<file path="src/rtl/twi_pkg.sv">
// ---------------------------------------------------------------------------
// twi_pkg : shared command, state and quarter-index definitions
// Revision: 1.0
// ---------------------------------------------------------------------------
`default_nettype none

package twi_pkg;

   typedef enum logic [2:0] {
      CMD_NOP       = 3'd0,
      CMD_START     = 3'd1,
      CMD_STOP      = 3'd2,
      CMD_WRITE     = 3'd3,
      CMD_READ_ACK  = 3'd4,
      CMD_READ_NACK = 3'd5
   } twi_cmd_t;

   typedef enum logic [2:0] {
      ST_IDLE  = 3'd0,
      ST_START = 3'd1,
      ST_BIT   = 3'd2,
      ST_STOP  = 3'd3,
      ST_DONE  = 3'd4
   } twi_state_t;

   localparam logic [1:0] Q_START = 2'd0;
   localparam logic [1:0] Q_HIGH0 = 2'd1;
   localparam logic [1:0] Q_HIGH1 = 2'd2;
   localparam logic [1:0] Q_END   = 2'd3;

endpackage

`default_nettype wire

</file>
<file path="src/rtl/twi_tick_gen.sv">
// ---------------------------------------------------------------------------
// twi_tick_gen : quarter-bit counter, pulses tick every CLK_DIV enabled clocks
// Revision: 1.0
// ---------------------------------------------------------------------------
`default_nettype none

module twi_tick_gen #(
   parameter int CLK_DIV = 125
) (
   input  logic clk,
   input  logic rst_n,
   input  logic en,
   input  logic clear,
   output logic tick
);

   localparam int CW = (CLK_DIV > 2) ? $clog2(CLK_DIV) : 1;

   logic [CW-1:0] cnt_q;

   assign tick = en && (cnt_q == CW'(CLK_DIV - 1));

   always_ff @(posedge clk or negedge rst_n) begin
      if (!rst_n) begin
         cnt_q <= '0;
      end else if (clear || !en) begin
         cnt_q <= '0;
      end else if (tick) begin
         cnt_q <= '0;
      end else begin
         cnt_q <= cnt_q + 1'b1;
      end
   end

endmodule

`default_nettype wire

</file>
<file path="src/rtl/twi_master_engine.sv">
// ---------------------------------------------------------------------------
// twi_master_engine : one-command-at-a-time TWI master byte engine (open drain)
// Revision: 1.0
// ---------------------------------------------------------------------------
`default_nettype none

module twi_master_engine
   import twi_pkg::*;
#(
   parameter int CLK_DIV = 125
) (
   input  logic       clk,
   input  logic       rst_n,
   input  logic       cmd_valid_i,
   input  logic [2:0] cmd_i,
   input  logic [7:0] cmd_data_i,
   output logic       cmd_ready_o,
   output logic       rsp_valid_o,
   output logic [7:0] rsp_data_o,
   output logic       rsp_ack_o,
   output logic       scl_oe_o,
   output logic       sda_oe_o,
   input  logic       sda_i
);

   twi_state_t state_q, state_d;
   twi_cmd_t   op_q, op_d;
   logic [1:0] q_q, q_d;
   logic [3:0] bit_cnt_q, bit_cnt_d;
   logic [7:0] shift_q, shift_d;
   logic       scl_q, scl_d;
   logic       sda_q, sda_d;
   logic       rsp_valid_q, rsp_valid_d;
   logic [7:0] rsp_data_q, rsp_data_d;
   logic       rsp_ack_q, rsp_ack_d;

   logic       busy;
   logic       tick;
   logic       bit_oe;
   logic       last_bit;

   assign busy     = (state_q == ST_START) || (state_q == ST_BIT) || (state_q == ST_STOP);
   assign last_bit = (bit_cnt_q == 4'd8);

   // Bits 0..7 drive the write data (reads release SDA); bit 8 is the ACK slot.
   assign bit_oe = last_bit ? (op_q == CMD_READ_ACK)
                            : ((op_q == CMD_WRITE) && !shift_q[7]);

   twi_tick_gen #(
      .CLK_DIV (CLK_DIV)
   ) u_tick_gen (
      .clk   (clk),
      .rst_n (rst_n),
      .en    (busy),
      .clear (!busy),
      .tick  (tick)
   );

   always_ff @(posedge clk or negedge rst_n) begin
      if (!rst_n) begin
         state_q     <= ST_IDLE;
         op_q        <= CMD_NOP;
         q_q         <= Q_START;
         bit_cnt_q   <= '0;
         shift_q     <= '0;
         scl_q       <= 1'b0;
         sda_q       <= 1'b0;
         rsp_valid_q <= 1'b0;
         rsp_data_q  <= '0;
         rsp_ack_q   <= 1'b0;
      end else begin
         state_q     <= state_d;
         op_q        <= op_d;
         q_q         <= q_d;
         bit_cnt_q   <= bit_cnt_d;
         shift_q     <= shift_d;
         scl_q       <= scl_d;
         sda_q       <= sda_d;
         rsp_valid_q <= rsp_valid_d;
         rsp_data_q  <= rsp_data_d;
         rsp_ack_q   <= rsp_ack_d;
      end
   end

   // Each tick applies the line action of the quarter that is ending.
   always_comb begin
      state_d     = state_q;
      op_d        = op_q;
      q_d         = q_q;
      bit_cnt_d   = bit_cnt_q;
      shift_d     = shift_q;
      scl_d       = scl_q;
      sda_d       = sda_q;
      rsp_valid_d = 1'b0;
      rsp_data_d  = rsp_data_q;
      rsp_ack_d   = rsp_ack_q;

      case (state_q)
         ST_IDLE: begin
            if (cmd_valid_i) begin
               op_d      = twi_cmd_t'(cmd_i);
               q_d       = Q_START;
               bit_cnt_d = '0;
               shift_d   = cmd_data_i;
               case (twi_cmd_t'(cmd_i))
                  CMD_START:     state_d = ST_START;
                  CMD_STOP:      state_d = ST_STOP;
                  CMD_WRITE,
                  CMD_READ_ACK,
                  CMD_READ_NACK: state_d = ST_BIT;
                  default:       state_d = ST_DONE;
               endcase
            end
         end

         ST_START: begin
            if (tick) begin
               q_d = q_q + 2'd1;
               case (q_q)
                  Q_START: sda_d = 1'b0;
                  Q_HIGH0: scl_d = 1'b0;
                  Q_HIGH1: sda_d = 1'b1;
                  default: begin
                     scl_d   = 1'b1;
                     state_d = ST_DONE;
                  end
               endcase
            end
         end

         ST_STOP: begin
            if (tick) begin
               q_d = q_q + 2'd1;
               case (q_q)
                  Q_START: begin
                     scl_d = 1'b1;
                     sda_d = 1'b1;
                  end
                  Q_HIGH0: scl_d = 1'b0;
                  Q_HIGH1: sda_d = 1'b0;
                  default: state_d = ST_DONE;
               endcase
            end
         end

         ST_BIT: begin
            if (tick) begin
               q_d = q_q + 2'd1;
               case (q_q)
                  Q_START: begin
                     scl_d = 1'b1;
                     sda_d = bit_oe;
                  end
                  Q_HIGH0: scl_d = 1'b0;
                  Q_HIGH1: begin
                     scl_d = 1'b0;
                     if (!last_bit) begin
                        shift_d = {shift_q[6:0], sda_i};
                     end else if (op_q == CMD_WRITE) begin
                        rsp_ack_d = !sda_i;
                     end
                  end
                  default: begin
                     scl_d = 1'b1;
                     if (last_bit) begin
                        state_d = ST_DONE;
                     end else begin
                        bit_cnt_d = bit_cnt_q + 4'd1;
                     end
                  end
               endcase
            end
         end

         ST_DONE: begin
            state_d     = ST_IDLE;
            rsp_valid_d = 1'b1;
            if ((op_q == CMD_READ_ACK) || (op_q == CMD_READ_NACK)) begin
               rsp_data_d = shift_q;
            end
         end

         default: state_d = ST_IDLE;
      endcase
   end

   assign cmd_ready_o = (state_q == ST_IDLE);
   assign rsp_valid_o = rsp_valid_q;
   assign rsp_data_o  = rsp_data_q;
   assign rsp_ack_o   = rsp_ack_q;
   assign scl_oe_o    = scl_q;
   assign sda_oe_o    = sda_q;

endmodule

`default_nettype wire

</file>
<file path="config.mk">
export PLATFORM = sky130hd
export DESIGN_NAME = twi_master_engine
export DESIGN_NICKNAME = d
export VERILOG_FILES = /design/src/rtl/twi_pkg.sv /design/src/rtl/twi_tick_gen.sv /design/src/rtl/twi_master_engine.sv
export SDC_FILE = /design/constraint.sdc
export NUM_CORES = 1
export LEC_CHECK = 0
export ABC_AREA = 1
export BUFFER_PORTS_ARGS = -buffer_cell sky130_fd_sc_hd__buf_2
export CAP_MARGIN = 20
export CORE_AREA = 2 2 64 66
export CTS_CLUSTER_DIAMETER = 80
export DETAILED_ROUTE_END_ITERATION = 12
export DIE_AREA = 0 0 66 68
export GPL_TIMING_DRIVEN = 0
export PLACE_DENSITY_LB_ADDON = 0.3
export SETUP_SLACK_MARGIN = 0.1
export SLEW_MARGIN = 30
export SYNTH_ARGS = -nofsm -noshare
export SYNTH_HDL_FRONTEND = slang
export SYNTH_HIERARCHICAL = 1
export SYNTH_SLANG_ARGS = --single-unit
</file>
<file path="constraint.sdc">
create_clock -name clk -period 2.3 [get_ports clk]
set_input_delay 0.46 -clock clk [delete_from_list [all_inputs] [get_ports clk]]
set_output_delay 0.46 -clock clk [all_outputs]
set_load 0.01 [all_outputs]
</file>
==> summary.md <==
| Metric | Value |
|---|---|
| Placed inst area | about 2300 um2 |
| Worst EP required | roughly 2.5 ns |
| Worst-path clk slew | roughly 0.080 ns |
| Final antenna-violating net count | 0 |
| CTS tree | done |
| Area leader, netlist | dfrtp_1 |
| Register area share after synthesis | a little under half |
| Diodes inserted | 0 |
| Worst-path fanout max | 6 |
| Final setup TNS | 0 ns |
| Pleak | 1.25 nW |
| Post-route cell area | 2410 um2 |
| Combinational share of power | between 3 and 4% |
| Mapped Area | between 2000 and 2500 um2 |
| Mapped Nets | 285 |
| Die H | slightly below 70 um |
| Setup CP Type | reg -> reg |
| R2R Setup Slk | 0.38 ns |
| Initial antenna violation count | 0 |
| CTS H-tree depth | 2 |
| Setup WS pre-CTS | approximately 0.15 ns |
| Initial Util | ~54% |
| Post-DP HPWL | 2980 um |
| Fin nets | roughly 320 |
| Final WS setup | 0.377 ns |
| Slowest cell on crit path | dfrtp_2 |
| Switching Fraction | 23.0% |
| HP Class | in -> async |
| Type of origin of the critical path | register |
| Total GRT Usage | between 20 and 25% |
| TritonRoute pass-1 iters | 4 |
| Synth cell types | 28 |
| Seq cells post-synth | 39 |
| Most used cell, CP | nand2_1 |
| Remaining global-route overflow | 0 |
| Worst path cell trace | inv_1 -> nand2_2 -> nand2_1 -> inv_2 -> nand2_1 -> nor2_1 -> nand2_2 -> inv_2 -> nand2_1 -> nor3_1 -> nand2_1 -> nand2_1 -> o21ai_0 |
| R2r startpoint | state_q[1]$_DFFE_PN0P_ |
| Fin crit share | between 80% and 90% |
| R2R depth | 13 |
| P_int | 0.911 mW |
| Pwr Density | between 400 and 500 nW/um2 |
| P&R area growth vs syn | 14.8% |
| Routability congestion estimate | between 0.8 and 0.9 |
| Top post-synthesis cells by area | dfrtp_1, nand2_1, o21ai_0 |
| Port bufs | 27 |
| Maximum number of pins on one net before global-route repair | 40 |
| DR vias/cell | around 5 |
| DR iter-0 viols | about 110 |
| Unrepaired setup endpoints after global routing | no |
| Final hold violations | 0 |
| Warnings from Yosys | 6 |
| Post-Place Cells | between 300 and 400 |
| Max frequency | ~520 MHz |
| Crit path time final | 1.92 ns |
| Finish-stage setup viols | 0 |
| Max-slew violations | 0 |
| Root buf cell | clkbuf_8 |
| Via count | about 1800 |
| Core Region | slightly below 4000 um2 |
| Buf/Inv on CP | 3 |
| Worst Tran Pin Value | slightly above 0.5 ns |
| CP Capture Type | register |
| Die area | between 4000 and 5000 um2 |
| Mean area per synthesized cell | between 8 and 9 um2 |
| Clock Tree Buf Depth | 2 |
| Max_cap viols | 0 |
| Critical path data arrival time | between 2 and 2.5 ns |
| # IOs | 28 |
| Clock Latency Late Sink | about 0.3 ns |
| First-pass GRT wire length | approximately 7400 um |
| Hold buffers post-CTS | 0 |
| Die span in x | 66 um |
| Clk network pwr share | about 39% |
| Reg-to-reg critical path endpoint | rsp_ack_o$_DFFE_PN0P_ |
| Number of CTS-inserted buffers | 5 |
| Status | completed |
| Layout cells sized above 1 | between 20% and 30% |
| Switching power | ~0.27 mW |
| Detailed Route WL | between 4000 and 5000 um |
| Worst Skew | approximately 0.0073 ns |
| Max-Slew Margin vs Limit | 66.3% |
| VDD IR max | 0.354 mV |
| CTS Sinks | 39 |
| Vias in the first global route | around 1700 |
| Largest stage delay on the critical path | about 0.44 ns |
| Row cnt | 23 |
| Finished Layout Cells | 350 |
| Delay-heaviest family, CP | simple AND/OR/NAND/NOR gates |
| Post-route DRC | 0 |
| Sequential power share | ~58% |
| Share of the synthesized area in the top cell type | between 40% and 50% |
| Cells after Synth | about 260 |
| WL/cell | around 12 um |
==> synth_stat cells <==
cell type / n
a21boi_0: 1
a21oi_1: 3
nand4_1: 2
nor2_4: 3
nor2_1: 20
buf_2: 2
nand3_1: 16
nand2_2: 6
nand3b_1: 1
nand3_2: 1
dfrtp_1: 39
o21ai_4: 1
nor3_1: 3
o211ai_1: 1
ha_1: 8
buf_6: 1
xnor2_1: 1
nor2_2: 1
nand3b_2: 1
nand2_4: 2
nor3b_1: 1
xor2_1: 4
o21ai_0: 26
nand2_1: 70
inv_2: 3
o21bai_1: 1
o21ai_1: 11
inv_1: 33
==> through the flow <==
step	util (%)	hold slack, ns	total power, mW
after detailed placement	59.5	0.470	0.738
after global routing	62.4	0.161	1.22
after CTS	61.7	0.312	1.19
after global placement	59.5	0.459	0.737
final	62.4	0.131	1.18
after floorplan	-	0.164	0.709
==> layer usage <==
| metal | share of wire (%) | routed length, um | track usage [%] | up-vias |
|---|---|---|---|---|
| met5 | 0 | 0 | 0 | - |
| met4 | 1.5 | 64 | 7.91 | 0 |
| met3 | 3.9 | 162 | 5.92 | 5 |
| met2 | 49 | 2050 | 37.0 | 34 |
| met1 | 46 | 1920 | 26.5 | 816 |
| li1 | - | - | - | 901 |
==> power groups by stage <==
stage          registers [mW]  clock network, mW  logic (mW)
2_1_floorplan           0.699                  0      0.0103
3_3_place_gp            0.699                  0      0.0388
3_5_place_dp            0.699                  0      0.0397
4_1_cts                 0.685              0.470      0.0396
5_1_grt                 0.685              0.491      0.0458
6_report                0.685              0.460      0.0391
==> cell usage in the layout, fill, tap and decap left out, types with 2 or more instances in the layout <==
cell / instances
nand2_1: 70
buf_4: 4
a21oi_1: 3
nand4_1: 2
o21ai_1: 11
ha_1: 8
dfrtp_1: 37
inv_1: 32
nand2_2: 6
buf_2: 28
nand3_1: 16
nor2_1: 20
nand2_4: 2
inv_2: 4
nor2_4: 3
xor2_1: 4
o21ai_0: 26
dfrtp_2: 2
clkbuf_8: 5
nor3_1: 3
==> layout make-up <==
cell class                      count  area [um2]
Buffer                              3        21.3
Multi-Input combinational cell    184         965
Tap cell                           50        62.6
Clock buffer                        6        72.6
Clock inverter                      2        12.5
Sequential cell                    39         978
Fill cell                         366        1450
Inverter                           36         135
Timing Repair Buffer               30         160
==> worst max-delay path by stage <==
stage                     slack [ns]                    from  cells after the start                     end
after detailed placement        0.15  state_q[0]$_DFFE_PN0P_                     13  shift_q[3]$_DFFE_PN0P_
after floorplan                 0.47  state_q[0]$_DFFE_PN0P_                     13  shift_q[3]$_DFFE_PN0P_
after global routing            0.12  state_q[1]$_DFFE_PN0P_                     13   rsp_ack_o$_DFFE_PN0P_
after global placement          0.19  state_q[0]$_DFFE_PN0P_                     13  shift_q[3]$_DFFE_PN0P_
final                           0.38  state_q[1]$_DFFE_PN0P_                     13   rsp_ack_o$_DFFE_PN0P_
after CTS                       0.11  state_q[0]$_DFFE_PN0P_                     13  shift_q[3]$_DFFE_PN0P_
==> what timing repair did <==
item	CTS	global route
endpoints found under the setup margin	0	16
gates resized for setup	0	3
setup buffers	0	3
==> sequential cells by signal, indices dropped and copies added, names as in the netlist <==
name / flops
rsp_data_o: 8
shift_q: 8
u_tick_gen/cnt_q: 7
bit_cnt_q: 4
op_q: 3
state_q: 3
q_q: 2
rsp_ack_o: 1
rsp_valid_o: 1
scl_oe_o: 1
sda_oe_o: 1
==> cell families (layout without fill, tap and decap cells) <==
| family | Yosys count | count (layout) | share of synthesized area, % |
|---|---|---|---|
| compound gates | 44 | 44 | 11.4 |
| xor+xnor | 5 | 5 | 2.09 |
| fa+ha+maj | 8 | 8 | 4.77 |
| buf+inv | 39 | 77 | 7.46 |
| flops | 39 | 39 | 46.5 |
| simple gates | 127 | 127 | 27.7 |
Note: power is estimated with default switching activity, not from simulation.
